--- src/rtl/adder_tree_pkg.sv ---
// Shared defaults and width helpers for the pipelined adder tree.
package adder_tree_pkg;

  localparam int DEF_N_IN   = 8;
  localparam int DEF_IN_W   = 8;
  localparam int DEF_ACC_XW = 8;

  // Ceiling log2; used to derive the tree depth from the operand count.
  function automatic int log2(input int n);
    int r;
    r = 0;
    while ((1 << r) < n) r++;
    return r;
  endfunction

  // Each level grows the partial sums by exactly one bit.
  function automatic int width_at(input int in_w, input int lvl);
    return in_w + lvl;
  endfunction

endpackage

--- src/rtl/adder_tree_pipe_if.sv ---
// Operand/result handshake bundle for adder_tree_pipe; master is the producer/consumer side.
interface adder_tree_pipe_if
  import adder_tree_pkg::*;
#(
  parameter int N_IN   = DEF_N_IN,
  parameter int IN_W   = DEF_IN_W,
  parameter int OUT_DW = DEF_IN_W + 3
);

  logic [N_IN*IN_W-1:0] in_data;
  logic                 in_valid;
  logic                 in_ready;
  logic                 in_last;
  logic [OUT_DW-1:0]    out_data;
  logic                 out_valid;
  logic                 out_ready;

  modport master (
    output in_data, in_valid, in_last, out_ready,
    input  in_ready, out_data, out_valid
  );

  modport slave (
    input  in_data, in_valid, in_last, out_ready,
    output in_ready, out_data, out_valid
  );

endinterface

--- src/rtl/adder_tree_level.sv ---
// One registered pairwise-add level: N inputs of W bits -> N/2 sums of W+1 bits, 1 cycle.
// All state holds while en=0; the caller owns backpressure through en.
module adder_tree_level
  import adder_tree_pkg::*;
#(
  parameter int N      = 8,
  parameter int W      = 8,
  parameter bit SIGNED = 1'b0
) (
  input  logic                               clk,
  input  logic                               reset,
  input  logic                               en,
  input  logic [N*W-1:0]                     in_dat,
  input  logic                               in_vld,
  input  logic                               in_last,
  output logic [(N/2)*width_at(W, 1)-1:0]    out_dat,
  output logic                               out_vld,
  output logic                               out_last
);

  localparam int NO = N / 2;
  localparam int WO = width_at(W, 1);

  logic [NO*WO-1:0] dat_d, dat_q;
  logic             vld_d, vld_q;
  logic             last_d, last_q;
  logic [WO-1:0]    a_x, b_x;

  always_comb begin
    dat_d  = dat_q;
    vld_d  = vld_q;
    last_d = last_q;
    a_x    = '0;
    b_x    = '0;
    if (en) begin
      vld_d  = in_vld;
      last_d = in_last;
      // Extend both operands by one bit so the pair sum can never overflow.
      for (int i = 0; i < NO; i++) begin
        a_x = {SIGNED & in_dat[(2*i+1)*W-1], in_dat[(2*i)*W +: W]};
        b_x = {SIGNED & in_dat[(2*i+2)*W-1], in_dat[(2*i+1)*W +: W]};
        dat_d[i*WO +: WO] = a_x + b_x;
      end
    end
  end

  always_ff @(posedge clk or posedge reset) begin
    if (reset) begin
      dat_q  <= '0;
      vld_q  <= 1'b0;
      last_q <= 1'b0;
    end else begin
      dat_q  <= dat_d;
      vld_q  <= vld_d;
      last_q <= last_d;
    end
  end

  assign out_dat  = dat_q;
  assign out_vld  = vld_q;
  assign out_last = last_q;

endmodule

--- src/rtl/adder_tree_pipe.sv ---
// Pipelined N_IN-operand adder tree, LVLS cycles (LVLS+1 with ADDER_TREE_ACC_EN accumulator).
// A single enable stalls every level while a result waits on out_ready; in_ready mirrors it.
module adder_tree_pipe
  import adder_tree_pkg::*;
#(
  parameter int N_IN   = DEF_N_IN,
  parameter int IN_W   = DEF_IN_W,
  parameter int SIGNED = 0,
  parameter int ACC_XW = DEF_ACC_XW
) (
  input logic              clk,
  input logic              reset,
  adder_tree_pipe_if.slave bus
);

  localparam int LVLS  = log2(N_IN);
  localparam int OUT_W = width_at(IN_W, LVLS);
`ifdef ADDER_TREE_ACC_EN
  localparam int OUT_DW = OUT_W + ACC_XW;
`else
  localparam int OUT_DW = OUT_W;
`endif

  if (N_IN < 2 || (N_IN & (N_IN - 1)) != 0) begin : g_bad_n_in
    $error("adder_tree_pipe: N_IN must be a power of two >= 2");
  end
  if (ACC_XW < 0) begin : g_bad_acc_xw
    $error("adder_tree_pipe: ACC_XW must be non-negative");
  end

  logic             en;
  logic             out_vld;
  logic             tree_vld;
  logic             tree_last;
  logic [OUT_W-1:0] tree_sum;

  // The only out_ready -> in_ready path: the whole pipe moves or nothing does.
  assign en           = !out_vld || bus.out_ready;
  assign bus.in_ready = en;

  for (genvar l = 0; l < LVLS; l++) begin : g_lvl
    localparam int NI = N_IN >> l;
    localparam int WI = width_at(IN_W, l);

    logic [NI*WI-1:0]                in_dat;
    logic                            in_vld;
    logic                            in_last;
    logic [(NI/2)*(WI+1)-1:0]        out_dat;
    logic                            out_vld;
    logic                            out_last;

    if (l == 0) begin : g_head
      assign in_dat  = bus.in_data;
      assign in_vld  = bus.in_valid;
      assign in_last = bus.in_last;
    end else begin : g_body
      assign in_dat  = g_lvl[l-1].out_dat;
      assign in_vld  = g_lvl[l-1].out_vld;
      assign in_last = g_lvl[l-1].out_last;
    end

    adder_tree_level #(
      .N      (NI),
      .W      (WI),
      .SIGNED (SIGNED != 0)
    ) u_level (
      .clk      (clk),
      .reset    (reset),
      .en       (en),
      .in_dat   (in_dat),
      .in_vld   (in_vld),
      .in_last  (in_last),
      .out_dat  (out_dat),
      .out_vld  (out_vld),
      .out_last (out_last)
    );
  end

  assign tree_sum  = g_lvl[LVLS-1].out_dat;
  assign tree_vld  = g_lvl[LVLS-1].out_vld;
  assign tree_last = g_lvl[LVLS-1].out_last;

`ifdef ADDER_TREE_ACC_EN
  logic [OUT_DW-1:0] acc_d, acc_q;
  logic [OUT_DW-1:0] sum_x;
  logic              first_d, first_q;
  logic              vld_d, vld_q;

  always_comb begin
    acc_d   = acc_q;
    first_d = first_q;
    vld_d   = vld_q;
    if (SIGNED != 0) sum_x = OUT_DW'($signed(tree_sum));
    else             sum_x = OUT_DW'(tree_sum);
    if (en) begin
      // Only a group's last beat raises out_valid, so partial beats never wait on out_ready.
      vld_d = tree_vld && tree_last;
      if (tree_vld) begin
        acc_d   = (first_q ? '0 : acc_q) + sum_x;
        first_d = tree_last;
      end
    end
  end

  always_ff @(posedge clk or posedge reset) begin
    if (reset) begin
      acc_q   <= '0;
      first_q <= 1'b1;
      vld_q   <= 1'b0;
    end else begin
      acc_q   <= acc_d;
      first_q <= first_d;
      vld_q   <= vld_d;
    end
  end

  assign out_vld      = vld_q;
  assign bus.out_data = acc_q;
`else
  logic unused_last;
  assign unused_last  = tree_last;
  assign out_vld      = tree_vld;
  assign bus.out_data = tree_sum;
`endif

  assign bus.out_valid = out_vld;

endmodule

--- src/flat_wrapper.sv ---
// flat-port wrapper written by rule: the top's interface ports become plain ports
module adder_tree_pipe_flat import adder_tree_pkg::*;
#(
  parameter int N_IN   = DEF_N_IN,
  parameter int IN_W   = DEF_IN_W,
  parameter int SIGNED = 0,
  parameter int ACC_XW = DEF_ACC_XW
)
  (clk, reset, bus_in_data, bus_in_valid, bus_in_last, bus_out_ready, bus_in_ready, bus_out_data, bus_out_valid);
  adder_tree_pipe_if #(.N_IN(N_IN), .IN_W(IN_W), .OUT_DW(((IN_W + ($clog2(N_IN)))))) bus_i ();
  input logic clk;
  input logic reset;
  input wire logic [$bits(bus_i.in_data)-1:0] bus_in_data;
  input wire logic [$bits(bus_i.in_valid)-1:0] bus_in_valid;
  input wire logic [$bits(bus_i.in_last)-1:0] bus_in_last;
  input wire logic [$bits(bus_i.out_ready)-1:0] bus_out_ready;
  output wire logic [$bits(bus_i.in_ready)-1:0] bus_in_ready;
  output wire logic [$bits(bus_i.out_data)-1:0] bus_out_data;
  output wire logic [$bits(bus_i.out_valid)-1:0] bus_out_valid;
  assign bus_i.in_data = bus_in_data;
  assign bus_i.in_valid = bus_in_valid;
  assign bus_i.in_last = bus_in_last;
  assign bus_i.out_ready = bus_out_ready;
  assign bus_in_ready = bus_i.in_ready;
  assign bus_out_data = bus_i.out_data;
  assign bus_out_valid = bus_i.out_valid;
  adder_tree_pipe #(.N_IN(N_IN), .IN_W(IN_W), .SIGNED(SIGNED), .ACC_XW(ACC_XW)) u_core (.clk(clk), .reset(reset), .bus(bus_i));
endmodule
--- config.mk ---
export PLATFORM = sky130hd
export DESIGN_NAME = adder_tree_pipe_flat
export DESIGN_NICKNAME = d
export VERILOG_FILES = /design/src/rtl/adder_tree_pkg.sv /design/src/rtl/adder_tree_pipe_if.sv /design/src/rtl/adder_tree_level.sv /design/src/rtl/adder_tree_pipe.sv /design/src/flat_wrapper.sv
export SDC_FILE = /design/constraint.sdc
export NUM_CORES = 1
export LEC_CHECK = 0
export ABC_CLOCK_PERIOD_IN_PS = 5090
export BUFFER_PORTS_ARGS = -buffer_cell sky130_fd_sc_hd__buf_2
export CORE_MARGIN = 2
export CORE_UTILIZATION = 59
export CTS_BUF_LIST = sky130_fd_sc_hd__clkbuf_4
export DETAILED_ROUTE_END_ITERATION = 8
export HOLD_SLACK_MARGIN = 0.06
export PLACE_DENSITY = 0.88
export SLEW_MARGIN = 30
export SYNTH_ARGS = -nofsm -noshare
export SYNTH_HDL_FRONTEND = slang
export SYNTH_SLANG_ARGS = --single-unit
export TNS_END_PERCENT = 1
--- constraint.sdc ---
create_clock -name clk -period 5.09 [get_ports clk]
set_input_delay 0.509 -clock clk [delete_from_list [all_inputs] [get_ports clk]]
set_output_delay 0.509 -clock clk [all_outputs]
set_load 0.02 [all_outputs]
### Word-level counts from Yosys, hierarchy flattened

Cells that the tools add are included.

| operators by class | value |
|---|---|
| $mul | 0 |
| div/mod/pow operators | 0 |
| mux-type cells | 0 |
| shift operators | 0 |
| $lt $le $gt $ge | 0 |
| add/subtract/negate cells | 7 |
| equal/unequal tests | 0 |
| reduce and logical (&&, ||, !) cells | 2 |
| bitwise gates (word level) | 0 |

Operators by type and width:

| operator | count |
|---|---|
| adder 8 x 8 -> 9 bit | 4 |
| adder 9 x 9 -> 10 bit | 2 |
| adder 10 x 10 -> 11 bit | 1 |
| logical NOT 1 bit | 1 |
| logical OR 1 bit | 1 |

| word-level totals | value |
|---|---|
| latch bits | 0 |
| word-level logic and storage cells | 15 |
| memory bits (read-only) | 0 |
| input port bits | 69 |
| output and inout bits | 13 |
| register bits | 70 |
| memories kept | 0 |
| RAM bits | 0 |

### Depth between registers and ports, before layout

Gate-level depths: netlist of run 1.

| logic depth | value |
|---|---|
| depth after elaboration | 2 |
| mapped depth | 8 |
| depth with buffers taken out | 8 |

### Hierarchy

A second synthesis of run 1 with hierarchy kept.

| second synthesis, totals | value |
|---|---|
| cell total of the unflattened synthesis | 528 |
| area total of the unflattened synthesis | 5271.3 um^2 |

By module, submodules not included:

| module | times used | seq. area each (um^2) | cells an instance | area each (um^2) |
|---|---|---|---|---|
| adder_tree_level (u_core.g_lvl[0].u_level) | 1 | 950.9 | 285 | 2812.7 |
| adder_tree_level (u_core.g_lvl[1].u_level) | 1 | 550.5 | 153 | 1531.5 |
| adder_tree_level (u_core.g_lvl[2].u_level) | 1 | 325.3 | 89 | 920.9 |
| adder_tree_pipe | 1 | 0.0 | 1 | 6.3 |

### Worst setup path after synthesis of run 1

No wires, ideal clock.

| path | value |
|---|---|
| kind | input-to-reg |
| start point | input port bus_in_data[16] |
| end point | register u_core.g_lvl[0].u_level.dat_q[17] |
| setup time | 0.123 ns |
| setup slack | 3.114 ns |
| buffers on the path | 0 |
| cell stages on the path | 7 |
| required time | 4.967 ns |
| arrival time | 1.853 ns |
| cell sequence | ha_1 > fa_1 > a21oi_1 > o21ai_0 > o31a_1 > o21ai_0 > a21oi_1 |

| between the ends | value |
|---|---|
| longest elaborated chain between the ends | 1 |

Ends and longest elaborated chain:

| element | line | source |
|---|---|---|
| start, declared | flat_wrapper.sv:13 | `input wire logic [$bits(bus_i.in_data)-1:0] bus_in_data;` |
| adder 8 x 8 -> 9 bit | adder_tree_level.sv:42 | `dat_d[i*WO +: WO] = a_x + b_x;` |
| end signal, assigned | adder_tree_level.sv:53 | `dat_q <= dat_d;` |
| end, declared | adder_tree_level.sv:24 | `logic [NO*WO-1:0] dat_d, dat_q;` |

Every way passes these cells.
A chain may end at the register's enable or synchronous reset.

### Final worst setup path of run 1

| path | value |
|---|---|
| start point | register u_core.g_lvl[2].u_level.vld_q |
| end point | output port bus_in_ready |

| between the ends | value |
|---|---|
| longest elaborated chain between the ends | 2 |

Ends and longest elaborated chain:

| element | line | source |
|---|---|---|
| start, declared | adder_tree_level.sv:25 | `logic vld_d, vld_q;` |
| start signal, assigned | adder_tree_level.sv:54 | `vld_q <= vld_d;` |
| logical NOT 1 bit | adder_tree_pipe.sv:38 | `assign en = !out_vld \|\| bus.out_ready;` |
| logical OR 1 bit | adder_tree_pipe.sv:38 |  |
| end, declared | flat_wrapper.sv:17 | `output wire logic [$bits(bus_i.in_ready)-1:0] bus_in_ready;` |

Every way passes these cells.

==> out/metrics.csv, run 1 <==
stage,metric,value,unit
run_status,status,"finished, final reports clean",
placement,port_buffers,80,
sta,setup_viol,0,
sta,relSlewSlack,0.432,
flow_run,max_cap_violations,0,
worst_setup_path,critPathRequiredTime,4.58,ns
floorplanning,start_util,0.616,
min_path,hold_start,bus_in_valid,
clock_tree,cts_sinks,70,
global_route,overflow,0,
logic_synthesis,yosys_most_used_dff,dfrtp_1,
sta,finalCriticalPeriod,3.03,ns
logic_synthesis,synth_cell_types,43,
floorplanning,io_pins,82,
clock_tree,hold_buffers,0,
floorplanning,fp-row-count,32,
sta,slew_violations,0,
global_route,grt_use_total,0.239,
finish,area_growth,12.4,%
min_path,min_path_type,primary input to flop,
sta,period_share,0.595,
global_route,grt_pass1_vias,3951,
logic_synthesis,avgSynthCellArea,9.00,µm²
min_path,hold_end,u_core.g_lvl[0].u_level.out_vld,
worst_setup_path,crit_fanout,82,
global_route,grt_max_degree,83,
sta,whs,0.291,ns
placement,routabilityCongestion,0.801,
floorplanning,core_area,0.00781,mm²
worst_setup_path,reg2regPathDepth,7,
finish,n_fill_cell,666,
floorplanning,chipWidth,94.3,µm
power,leakage,2.57,nW
floorplanning,die_h,94.3,µm
clock_tree,clk_pin_slew,0.10,ns
power,ir_worst_vdd,0.000210,V
power,pwr_density_cell,530,mW/mm²
worst_setup_path,critPathSlowestCell,buf_4,
sta,setup-tns-final,0,ns
worst_setup_path,worstSetupPathType,flop to primary output,
finish,nets,748,
logic_synthesis,synth_nets,670,
drt,first_pass_iters,4,
clock_tree,cts-root-buf,clkbuf_4,
sta,tightestPinTransition,0.853,ns
finish,drive_gt1_frac,0.167,
sta,fmaxAchievable,330,MHz
placement,dpl_cell_area,0.00530,mm²
clock_tree,cts_max_level,3,
worst_setup_path,timing.rr.end,u_core.g_lvl[2].u_level.out_dat[9],
drt,drt.antenna.violating_nets,0,
global_route,antenna_found_initial,1,
worst_setup_path,cpPeakStageDelay,0.59,ns
floorplanning,dieArea,0.00889,mm²
logic_synthesis,seq_area_frac_synth,0.364,
min_path,min_path_cells,3,
drt,wirelength,9.83,mm
sta,rsz0062_at_grt,false,
logic_synthesis,async_reset_ff_frac,1.00,
clock_tree,postCtsSetupBuffers,0,
placement,post-place-ws,2.27,ns
logic_synthesis,syn_inst,534,
worst_setup_path,cp_common_cell,buf_4,
worst_setup_path,r2r-start,u_core.g_lvl[2].u_level.out_vld,
drt,drc,0,
placement,dp_hpwl,7.57,mm
logic_synthesis,ys_ff_latch,70,
drt,drtIter0Drc,168,
clock_tree,clock_path_buffers,2,
sta,final_hold_viol_count,0,
sta,worst_slack,2.06,ns
logic_synthesis,synth_area,0.00481,mm²
finish,design_area,0.00541,mm²
drt,vias,4116,
drt,drt-vias-per-instance,5.72,
logic_synthesis,synth_edf_count,0,
worst_setup_path,setup.worst_path.end_class,primary output,
clock_tree,tritoncts,done,
clock_tree,clk_latency,0.41,ns
global_route,grt_pass1_wl,16.9,mm
worst_setup_path,cp-start-kind,flop,
logic_synthesis,ys_warn_count,0,
clock_tree,numCtsBuffers,9,
worst_setup_path,worstPathArrival,2.52,ns
worst_setup_path,r2r_setup_slack,2.51,ns
drt,wl_per_cell,13.7,µm
sta,finClkSkew,0.0101,ns
clock_tree,ctsResizeCount,0,
worst_setup_path,crit_chain,"nor2b_4, buf_4, inv_2, buf_4, buf_2",
-- flip-flops by register name (all words and copies together) (netlist names) --
name                          flops
u_core.g_lvl.u_level.out_dat     67
u_core.g_lvl.u_level.out_vld      3
-- cell usage in the layout, fill, tap and decap left out, types with 4 or more instances in the layout --
cell type,n
a211oi_1,14
a21o_1,11
a21oi_1,37
a31oi_1,6
buf_2,80
clkbuf_4,12
dfrtp_1,70
fa_1,7
ha_1,60
inv_1,18
nand2_1,75
nand2b_1,8
nor2_1,40
nor3_1,8
nor3b_1,4
o211ai_1,6
o21a_1,13
o21ai_0,65
o31a_1,7
o31ai_1,6
xnor2_1,10
xor2_1,18
-- power breakdown --
group	switching (mW)	total, mW	internal, mW	leakage [nW]
logic	0.921	1.63	0.710	1.69
registers	0.147	0.942	0.795	0.822
clock network	0.184	0.295	0.111	0.0623
total	1.25	2.87	1.62	2.57
-- final cells by class --
| class | count | area, µm² | area share |
|---|---|---|---|
| multi-input combinational | 428 | 2920 | 0.541 |
| sequential | 70 | 1750 | 0.324 |
| timing repair buffer | 83 | 423 | 0.0782 |
| tap | 102 | 128 | 0.0236 |
| clock buffer | 12 | 90.1 | 0.0167 |
| inverter | 20 | 75.1 | 0.0139 |
| clock inverter | 3 | 12.5 | 0.00231 |
| antenna | 1 | 2.50 | 0.000463 |
-- Yosys cell counts (3+ instances only) --
master / n / area [µm²]
o21ai_0: 65 / 325
inv_1: 20 / 75.1
nor2_1: 40 / 150
a31oi_1: 6 / 37.5
a21o_1: 11 / 82.6
xor2_1: 18 / 158
nor2b_1: 3 / 18.8
clkbuf_1: 9 / 33.8
nand3_1: 3 / 15.0
buf_2: 4 / 20.0
a211oi_1: 14 / 105
a21oi_1: 37 / 185
a221oi_1: 3 / 26.3
and2_1: 3 / 18.8
nand2_1: 75 / 282
o211ai_1: 6 / 45.0
xnor2_1: 10 / 87.6
dfrtp_1: 70 / 1750
nand2b_1: 8 / 50.1
o31a_1: 7 / 61.3
fa_1: 7 / 140
o31ai_1: 6 / 45.0
nor3_1: 8 / 40.0
buf_1: 3 / 11.3
or4_1: 3 / 22.5
nor3b_1: 4 / 30.0
o21a_1: 13 / 97.6
ha_1: 60 / 751
-- how the worst max path moves through the flow --
stage | endpoint | start | depth (start not counted)
2_1_floorplan | u_core.g_lvl[0].u_level.out_dat[0] | reset | 1
3_3_place_gp | bus_in_ready | bus_out_ready | 6
3_5_place_dp | bus_in_ready | bus_out_ready | 6
4_1_cts | bus_in_ready | u_core.g_lvl[2].u_level.out_vld | 5
5_1_grt | bus_in_ready | u_core.g_lvl[2].u_level.out_vld | 5
6_report | bus_in_ready | u_core.g_lvl[2].u_level.out_vld | 5
-- metrics by stage --
| step | instances | total power, mW | util |
|---|---|---|---|
| after detailed placement | 703 | 2.58 | 0.679 |
| final | 719 | 2.87 | 0.692 |
| after global routing | 719 | 3.14 | 0.692 |
| after CTS | 718 | 2.87 | 0.692 |
| after floorplan | 534 | 2.18 | - |
| after global placement | 703 | 2.47 | 0.679 |
-- worst max-delay path, delay by kind of cell (launching register included) --
family	cells	cell delay, ns
simple gates	1	0.12
flops	1	0.35
buf+inv	4	1.58
-- logic make-up after synthesis --
kind of cell             count (synthesis)  synth area share
AND/OR/NAND/NOR                        154             0.139
adder cells (fa/ha/maj)                 67             0.185
XOR/XNOR                                28            0.0510
buffers and inverters                   36            0.0291
AO/OA/AOI/OAI                          179             0.231
flip-flops                              70             0.364
-- metal layers --
| layer | up-vias | GRT usage | part of all wire |
|---|---|---|---|
| li1 | 2081 | - | - |
| met1 | 1948 | 0.296 | 0.44 |
| met2 | 81 | 0.423 | 0.51 |
| met3 | 6 | 0.0393 | 0.038 |
| met4 | 0 | 0.0809 | 0.011 |
| met5 | - | 0 | 0 |
(Power assumes the default switching activity.)
==> run 2: changes to the inputs <==
--- a/config.mk
+++ b/config.mk
@@ -5,7 +5,7 @@
 export SDC_FILE = /design/constraint.sdc
 export NUM_CORES = 1
 export LEC_CHECK = 0
-export ABC_CLOCK_PERIOD_IN_PS = 5090
+export ABC_CLOCK_PERIOD_IN_PS = 3000
 export BUFFER_PORTS_ARGS = -buffer_cell sky130_fd_sc_hd__buf_2
 export CORE_MARGIN = 2
 export CORE_UTILIZATION = 59
==> constraint.sdc (replaced) <==
create_clock -name clk -period 3 [get_ports clk]
set_input_delay 0.3 -clock clk [delete_from_list [all_inputs] [get_ports clk]]
set_output_delay 0.3 -clock clk [all_outputs]
set_load 0.02 [all_outputs]
==> run 2 against run 1 <==
  * Clock power up 130%
  * Sequential power up 69%
  * Sequential cell count unchanged
  * Critical endpoint is now u_core.g_lvl[2].u_level.out_dat[10]
==> out/metrics.csv, run 2 (synthesis results as in run 1) <==
stage,metric,value,unit,change
sta,final_hold_viol_count,0,,unchanged
drt,drt-vias-per-instance,5.68,,-0.73%
finish,antenna_cells,0,,-1
power,seq_power_share,0.313,,-0.015
sta,slew_violations,0,,unchanged
power,ir_worst_vdd,0.000352,V,+67%
floorplanning,core_area,0.00781,mm²,unchanged
drt,wl_met2,5.02,mm,+0.72%
global_route,grt_pass1_wl,16.9,mm,-0.17%
worst_setup_path,crit_fanout,3,,-96%
worst_setup_path,worstSetupPathType,flop to flop,,
global_route,grt_max_degree,83,,unchanged
power,power_switching,2.15,mW,+72%
worst_setup_path,critPathRequiredTime,3.30,ns,-1.28 ns
finish,final_cell_mix,"buf_2 (80), nand2_1 (75), dfrtp_1 (70)",,
sta,finalCriticalPeriod,2.15,ns,
drt,drt.antenna.violating_nets,0,,unchanged
floorplanning,fp-row-count,32,,unchanged
sta,relSlewSlack,0.547,,+0.115
clock_tree,cts-root-buf,clkbuf_4,,
power,p_int,2.92,mW,+81%
finish,final_common_cell,buf_2,,
sta,setup-tns-final,0,ns,unchanged
floorplanning,die_h,94.3,µm,unchanged
clock_tree,cts_max_level,3,,unchanged
drt,drc,0,,unchanged
clock_tree,clk_pin_slew,0.12,ns,+0.02 ns
drt,met1Wirelength,4.30,mm,-1.6%
global_route,grt_pass1_vias,4020,,+1.7%
floorplanning,dieArea,0.00889,mm²,unchanged
placement,dp_cells,704,,+0.14%
run_status,status,"finished, final reports clean",,
drt,wl_met3,397,µm,+7.0%
global_route,grt_use_total,0.238,,-0.000817
placement,port_buffers,80,,unchanged
drt,vias,4103,,-0.32%
finish,nets,751,,+0.40%
floorplanning,chipWidth,94.3,µm,unchanged
worst_setup_path,worstPathArrival,2.45,ns,-0.07 ns
sta,rsz0062_at_grt,false,,
finish,drive_gt1_frac,0.171,,+0.00376
power,pwr_density_cell,921,mW/mm²,+74%
worst_setup_path,cp-start-kind,flop,,
global_route,overflow,0,,unchanged
power,leakage,2.62,nW,+1.8%
clock_tree,clk_latency,0.43,ns,+0.02 ns
clock_tree,numCtsBuffers,9,,unchanged
drt,wl_per_cell,13.7,µm,about the same
drt,drtIter0Drc,202,,+20%
sta,setup_viol,0,,unchanged
floorplanning,io_pins,82,,unchanged
sta,period_share,0.716,,
power,comb_power_share,0.552,,-0.017
clock_tree,cts_sinks,70,,unchanged
flow_run,max_cap_violations,0,,unchanged
clock_tree,clock_path_buffers,2,,unchanged
drt,top_layer_used,met4,,
min_path,min_path_type,primary input to flop,,
worst_setup_path,setup.worst_path.end_class,flop,,
power,p_clk_frac,0.135,,+0.032
clock_tree,tritoncts,done,,
sta,finClkSkew,0.00968,ns,-0.000418 ns
sta,fmaxAchievable,465,MHz,
drt,wirelength,9.87,mm,+0.44%
clock_tree,postCtsSetupBuffers,0,,unchanged
power,switching_share,0.425,,-0.0121
finish,area_growth,14.6,%,
global_route,antenna_found_initial,0,,-1
placement,routabilityCongestion,0.809,,+0.97%
placement,dp_hpwl,7.58,mm,+0.20%
drt,first_pass_iters,4,,unchanged
sta,tightestPinTransition,0.679,ns,-0.174 ns
finish,largest_reg_flops,67,,unchanged
floorplanning,start_util,0.616,,unchanged
finish,final_cells,722,,+0.42%
[run 2: repair_timing]
action	in CTS	in global routing
resized for setup	0	0
hold buffers	2	0
hold endpoints to repair	33	0
endpoints found under the setup margin	0	0
[run 2: final cells by class]
cell class                 count  area [µm²]
clock inverter                 5        73.8
fill                         623        2300
multi-input combinational    428        2920
inverter                      20        75.1
timing repair buffer          86         475
tap                          102         128
clock buffer                  11        82.6
sequential                    70        1750
[run 2: final timing paths]
kind | slack (ns) | depth (start not counted) | endpoint | start
worst max register to register | 0.85 | 8 | u_core.g_lvl[2].u_level.out_dat[10] | u_core.g_lvl[1].u_level.out_dat[0]
max in group asynchronous | 1.85 | 4 | u_core.g_lvl[0].u_level.out_dat[20] | reset
worst max-delay path | 0.85 | 8 | u_core.g_lvl[2].u_level.out_dat[10] | u_core.g_lvl[1].u_level.out_dat[0]
min in group asynchronous | 0.51 | 3 | u_core.g_lvl[0].u_level.out_vld | reset
worst min-delay path | 0.19 | 4 | u_core.g_lvl[0].u_level.out_dat[27] | bus_in_data[56]
worst min register to register | 0.47 | 1 | u_core.g_lvl[2].u_level.out_vld | u_core.g_lvl[1].u_level.out_vld
[run 2: worst max-delay path, cell delays in order, from the launching register on]
cell	delay (ns)
dfrtp_1	0.40
ha_1	0.24
inv_1	0.07
fa_1	0.18
nand2b_1	0.14
a21oi_1	0.09
o31a_1	0.34
a2111oi_0	0.44
nor3_1	0.12
[run 2: per-stage QoR]
stage,hold WS (ns),instance area (µm²),total power [mW],setup WS [ns],utilization
after global routing,0.210,5510,5.51,0.667,0.706
final,0.188,5510,5.07,0.851,0.706
after floorplan,0.412,4810,3.70,0.932,-
after CTS,0.178,5510,5.09,0.845,0.706
after global placement,0.439,5330,4.21,0.945,0.683
after detailed placement,0.441,5330,4.37,0.882,0.683
[run 2: power groups by stage]
| stage | logic [mW] | clock network [mW] | registers, mW |
|---|---|---|---|
| 6_report | 2.80 | 0.684 | 1.59 |
| 5_1_grt | 3.15 | 0.724 | 1.64 |
| 4_1_cts | 2.81 | 0.689 | 1.59 |
| 3_5_place_dp | 2.76 | 0 | 1.61 |
| 3_3_place_gp | 2.62 | 0 | 1.59 |
| 2_1_floorplan | 2.07 | 0 | 1.63 |
[run 2: layer usage]
layer	up-vias	GRT usage
li1	2088	-
met1	1914	0.291
met2	87	0.426
met3	14	0.0361
met4	0	0.0857
met5	-	0
==> run 3: changes to the inputs <==
--- a/config.mk
+++ b/config.mk
@@ -5,7 +5,7 @@
 export SDC_FILE = /design/constraint.sdc
 export NUM_CORES = 1
 export LEC_CHECK = 0
-export ABC_CLOCK_PERIOD_IN_PS = 3000
+export ABC_CLOCK_PERIOD_IN_PS = 2200
 export BUFFER_PORTS_ARGS = -buffer_cell sky130_fd_sc_hd__buf_2
 export CORE_MARGIN = 2
 export CORE_UTILIZATION = 59
==> constraint.sdc (replaced) <==
create_clock -name clk -period 2.2 [get_ports clk]
set_input_delay 0.22 -clock clk [delete_from_list [all_inputs] [get_ports clk]]
set_output_delay 0.22 -clock clk [all_outputs]
set_load 0.02 [all_outputs]
==> run 3 against run 2 <==
  * Final area is 0.34% higher
  * Hold slack worse by 0.064 ns
  * Global-route usage is 0.76 points higher
  * Cell count is 0.14% higher
  * Sequential share of layout area is 0.11 points lower
  * Fmax is 3.8% higher
  * Highest routed layer unchanged
==> out/metrics.csv, run 3 (synthesis results as in run 1) <==
stage,metric,value,unit,change
worst_setup_path,worstPathArrival,2.41,ns,-0.04 ns
sta,finalCriticalPeriod,2.07,ns,-0.0794 ns
clock_tree,tritoncts,done,,
clock_tree,cts-root-buf,clkbuf_4,,
clock_tree,postCtsSetupBuffers,0,,unchanged
global_route,grt_max_degree,82,,-1.2%
worst_setup_path,cp-start-kind,flop,,
floorplanning,die_h,94.3,µm,unchanged
sta,period_share,0.941,,+0.224
global_route,grt_pass1_vias,4041,,+0.52%
drt,first_pass_iters,4,,unchanged
sta,rsz0062_at_grt,false,,
global_route,overflow,0,,unchanged
finish,area_growth,15.0,%,
floorplanning,start_util,0.616,,unchanged
worst_setup_path,path_delay_family,simple AND/OR/NAND/NOR gates,,
drt,drc,0,,unchanged
worst_setup_path,critPathRequiredTime,2.54,ns,-0.76 ns
drt,drt-vias-per-instance,5.72,,+0.59%
sta,setup_viol,0,,unchanged
placement,routabilityCongestion,0.790,,-2.3%
finish,n_fill_cell,612,,-1.8%
sta,setup-tns-final,0,ns,unchanged
floorplanning,fp-row-count,32,,unchanged
sta,tightestPinTransition,0.476,ns,-0.203 ns
drt,drt.antenna.violating_nets,0,,unchanged
floorplanning,io_pins,82,,unchanged
sta,relSlewSlack,0.681,,+0.134
clock_tree,clock_path_buffers,2,,unchanged
flow_run,max_cap_violations,0,,unchanged
sta,finClkSkew,0.00990,ns,+0.000227 ns
drt,wirelength,10.1,mm,+2.1%
worst_setup_path,crit_chain,"ha_1, inv_1, fa_1, nor2b_1, o31a_1, nor4_1, or4_1, nand3_1",,
clock_tree,numCtsBuffers,9,,unchanged
finish,drive_gt1_frac,0.177,,+0.00617
sta,slew_violations,0,,unchanged
power,ir_worst_vdd,0.000595,V,+69%
power,pwr_density_cell,1260,mW/mm²,+37%
floorplanning,dieArea,0.00889,mm²,unchanged
worst_setup_path,setup.worst_path.end_class,flop,,
global_route,use_met1,0.314,,+0.0233
global_route,grt_busiest_layer,met2,,
worst_setup_path,worstSetupPathType,flop to flop,,
worst_setup_path,cpPeakStageDelay,0.46,ns,+0.02 ns
clock_tree,clk_latency,0.41,ns,-0.02 ns
floorplanning,core_area,0.00781,mm²,unchanged
clock_tree,cts_max_level,3,,unchanged
drt,drtIter0Drc,135,,-33%
clock_tree,cts_sinks,70,,unchanged
worst_setup_path,critPathSlowestCell,or4_1,,
finish,final_cells,723,,+0.14%
placement,port_buffers,80,,unchanged
placement,dp_cells,705,,+0.14%
worst_setup_path,crit_fanout,3,,unchanged
run_status,status,"finished, final reports clean",,
finish,largest_reg_flops,67,,unchanged
clock_tree,clk_pin_slew,0.11,ns,about the same
finish,final_cell_mix,"buf_2 (80), nand2_1 (75), dfrtp_1 (70)",,
global_route,grt_pass1_wl,17.6,mm,+4.0%
finish,nets,752,,+0.13%
finish,antenna_cells,0,,unchanged
global_route,met3_usage,0.0281,,-0.00803
global_route,gr-usage-met2,0.424,,-0.00179
sta,final_hold_viol_count,0,,unchanged
finish,final_common_cell,buf_2,,
global_route,grt_use_total,0.246,,+0.00764
worst_setup_path,cp.buffers_inverters,1,,unchanged
power,leakage,2.61,nW,-0.20%
global_route,antenna_found_initial,0,,unchanged
drt,vias,4133,,+0.73%
sta,fmaxAchievable,483,MHz,+3.8%
placement,dp_hpwl,7.66,mm,+1.0%
drt,wl_per_cell,13.9,µm,+1.9%
floorplanning,chipWidth,94.3,µm,unchanged
min_path,min_path_type,primary input to flop,,
## run 3: cell count changes in the layout (fill, tap and decap cells not counted), sizes merged
cell      delta
clkbuf       -2
buf          +1
clkinvlp     +2
## run 3: area by class of cell
type                            count  area (µm²)  share of cell area
Clock buffer                        9        67.6              0.0122
Clock inverter                      7        88.8              0.0161
Inverter                           20        75.1              0.0136
Multi-Input combinational cell    428        2940               0.531
Sequential cell                    70        1750               0.317
Tap cell                          102         128              0.0231
Timing Repair Buffer               87         483              0.0874
## run 3: final timing paths
kind                                                          from                             endpoint  slack, ns  cells after the start
worst max-delay path            u_core.g_lvl[0].u_level.out_dat[0]   u_core.g_lvl[1].u_level.out_dat[8]       0.13                      8
min in group asynchronous                                    reset      u_core.g_lvl[0].u_level.out_vld       0.35                      3
worst min-delay path                                bus_in_data[8]   u_core.g_lvl[0].u_level.out_dat[0]       0.12                      4
worst max register to register  u_core.g_lvl[0].u_level.out_dat[0]   u_core.g_lvl[1].u_level.out_dat[8]       0.13                      8
max in group asynchronous                                    reset  u_core.g_lvl[0].u_level.out_dat[22]       1.28                      4
worst min register to register     u_core.g_lvl[1].u_level.out_vld      u_core.g_lvl[1].u_level.out_vld       0.48                      2
## run 3: through the flow
stage          setup slack, ns  utilization  hold WS (ns)  area (µm²)  power [mW]
2_1_floorplan            0.212            -         0.332        4810        5.05
3_3_place_gp             0.155        0.684         0.248        5340        5.74
3_5_place_dp            0.0555        0.684         0.254        5340        5.97
4_1_cts                0.00124        0.707         0.111        5520        6.95
5_1_grt                0.00750        0.708         0.156        5530        7.61
6_report                 0.130        0.708         0.124        5530        6.98
## run 3: layer usage
| metal | wire length (µm) | share of wire |
|---|---|---|
| met5 | 0 | 0 |
| met4 | 199 | 0.020 |
| met3 | 390 | 0.039 |
| met2 | 5090 | 0.50 |
| met1 | 4400 | 0.44 |
## run 3: repair_timing
item | in CTS | in global routing
gates resized for setup | 0 | 4
hold endpoints to repair | 20 | 0
hold buffers | 2 | 0
setup endpoints to repair | 0 | 1
## run 3: tightest hold or removal path: cells and delay by family
| family | cells | cell delay [ns] |
|---|---|---|
| adders and majority gates | 1 | 0.11 |
| and+or+nand+nor | 2 | 0.09 |
| buffers and inverters | 1 | 0.08 |
## run 3: report_power, final
group | internal, mW | switching [mW]
sequential | 1.84 | 0.347
clock | 0.453 | 0.461
combinational | 1.69 | 2.20
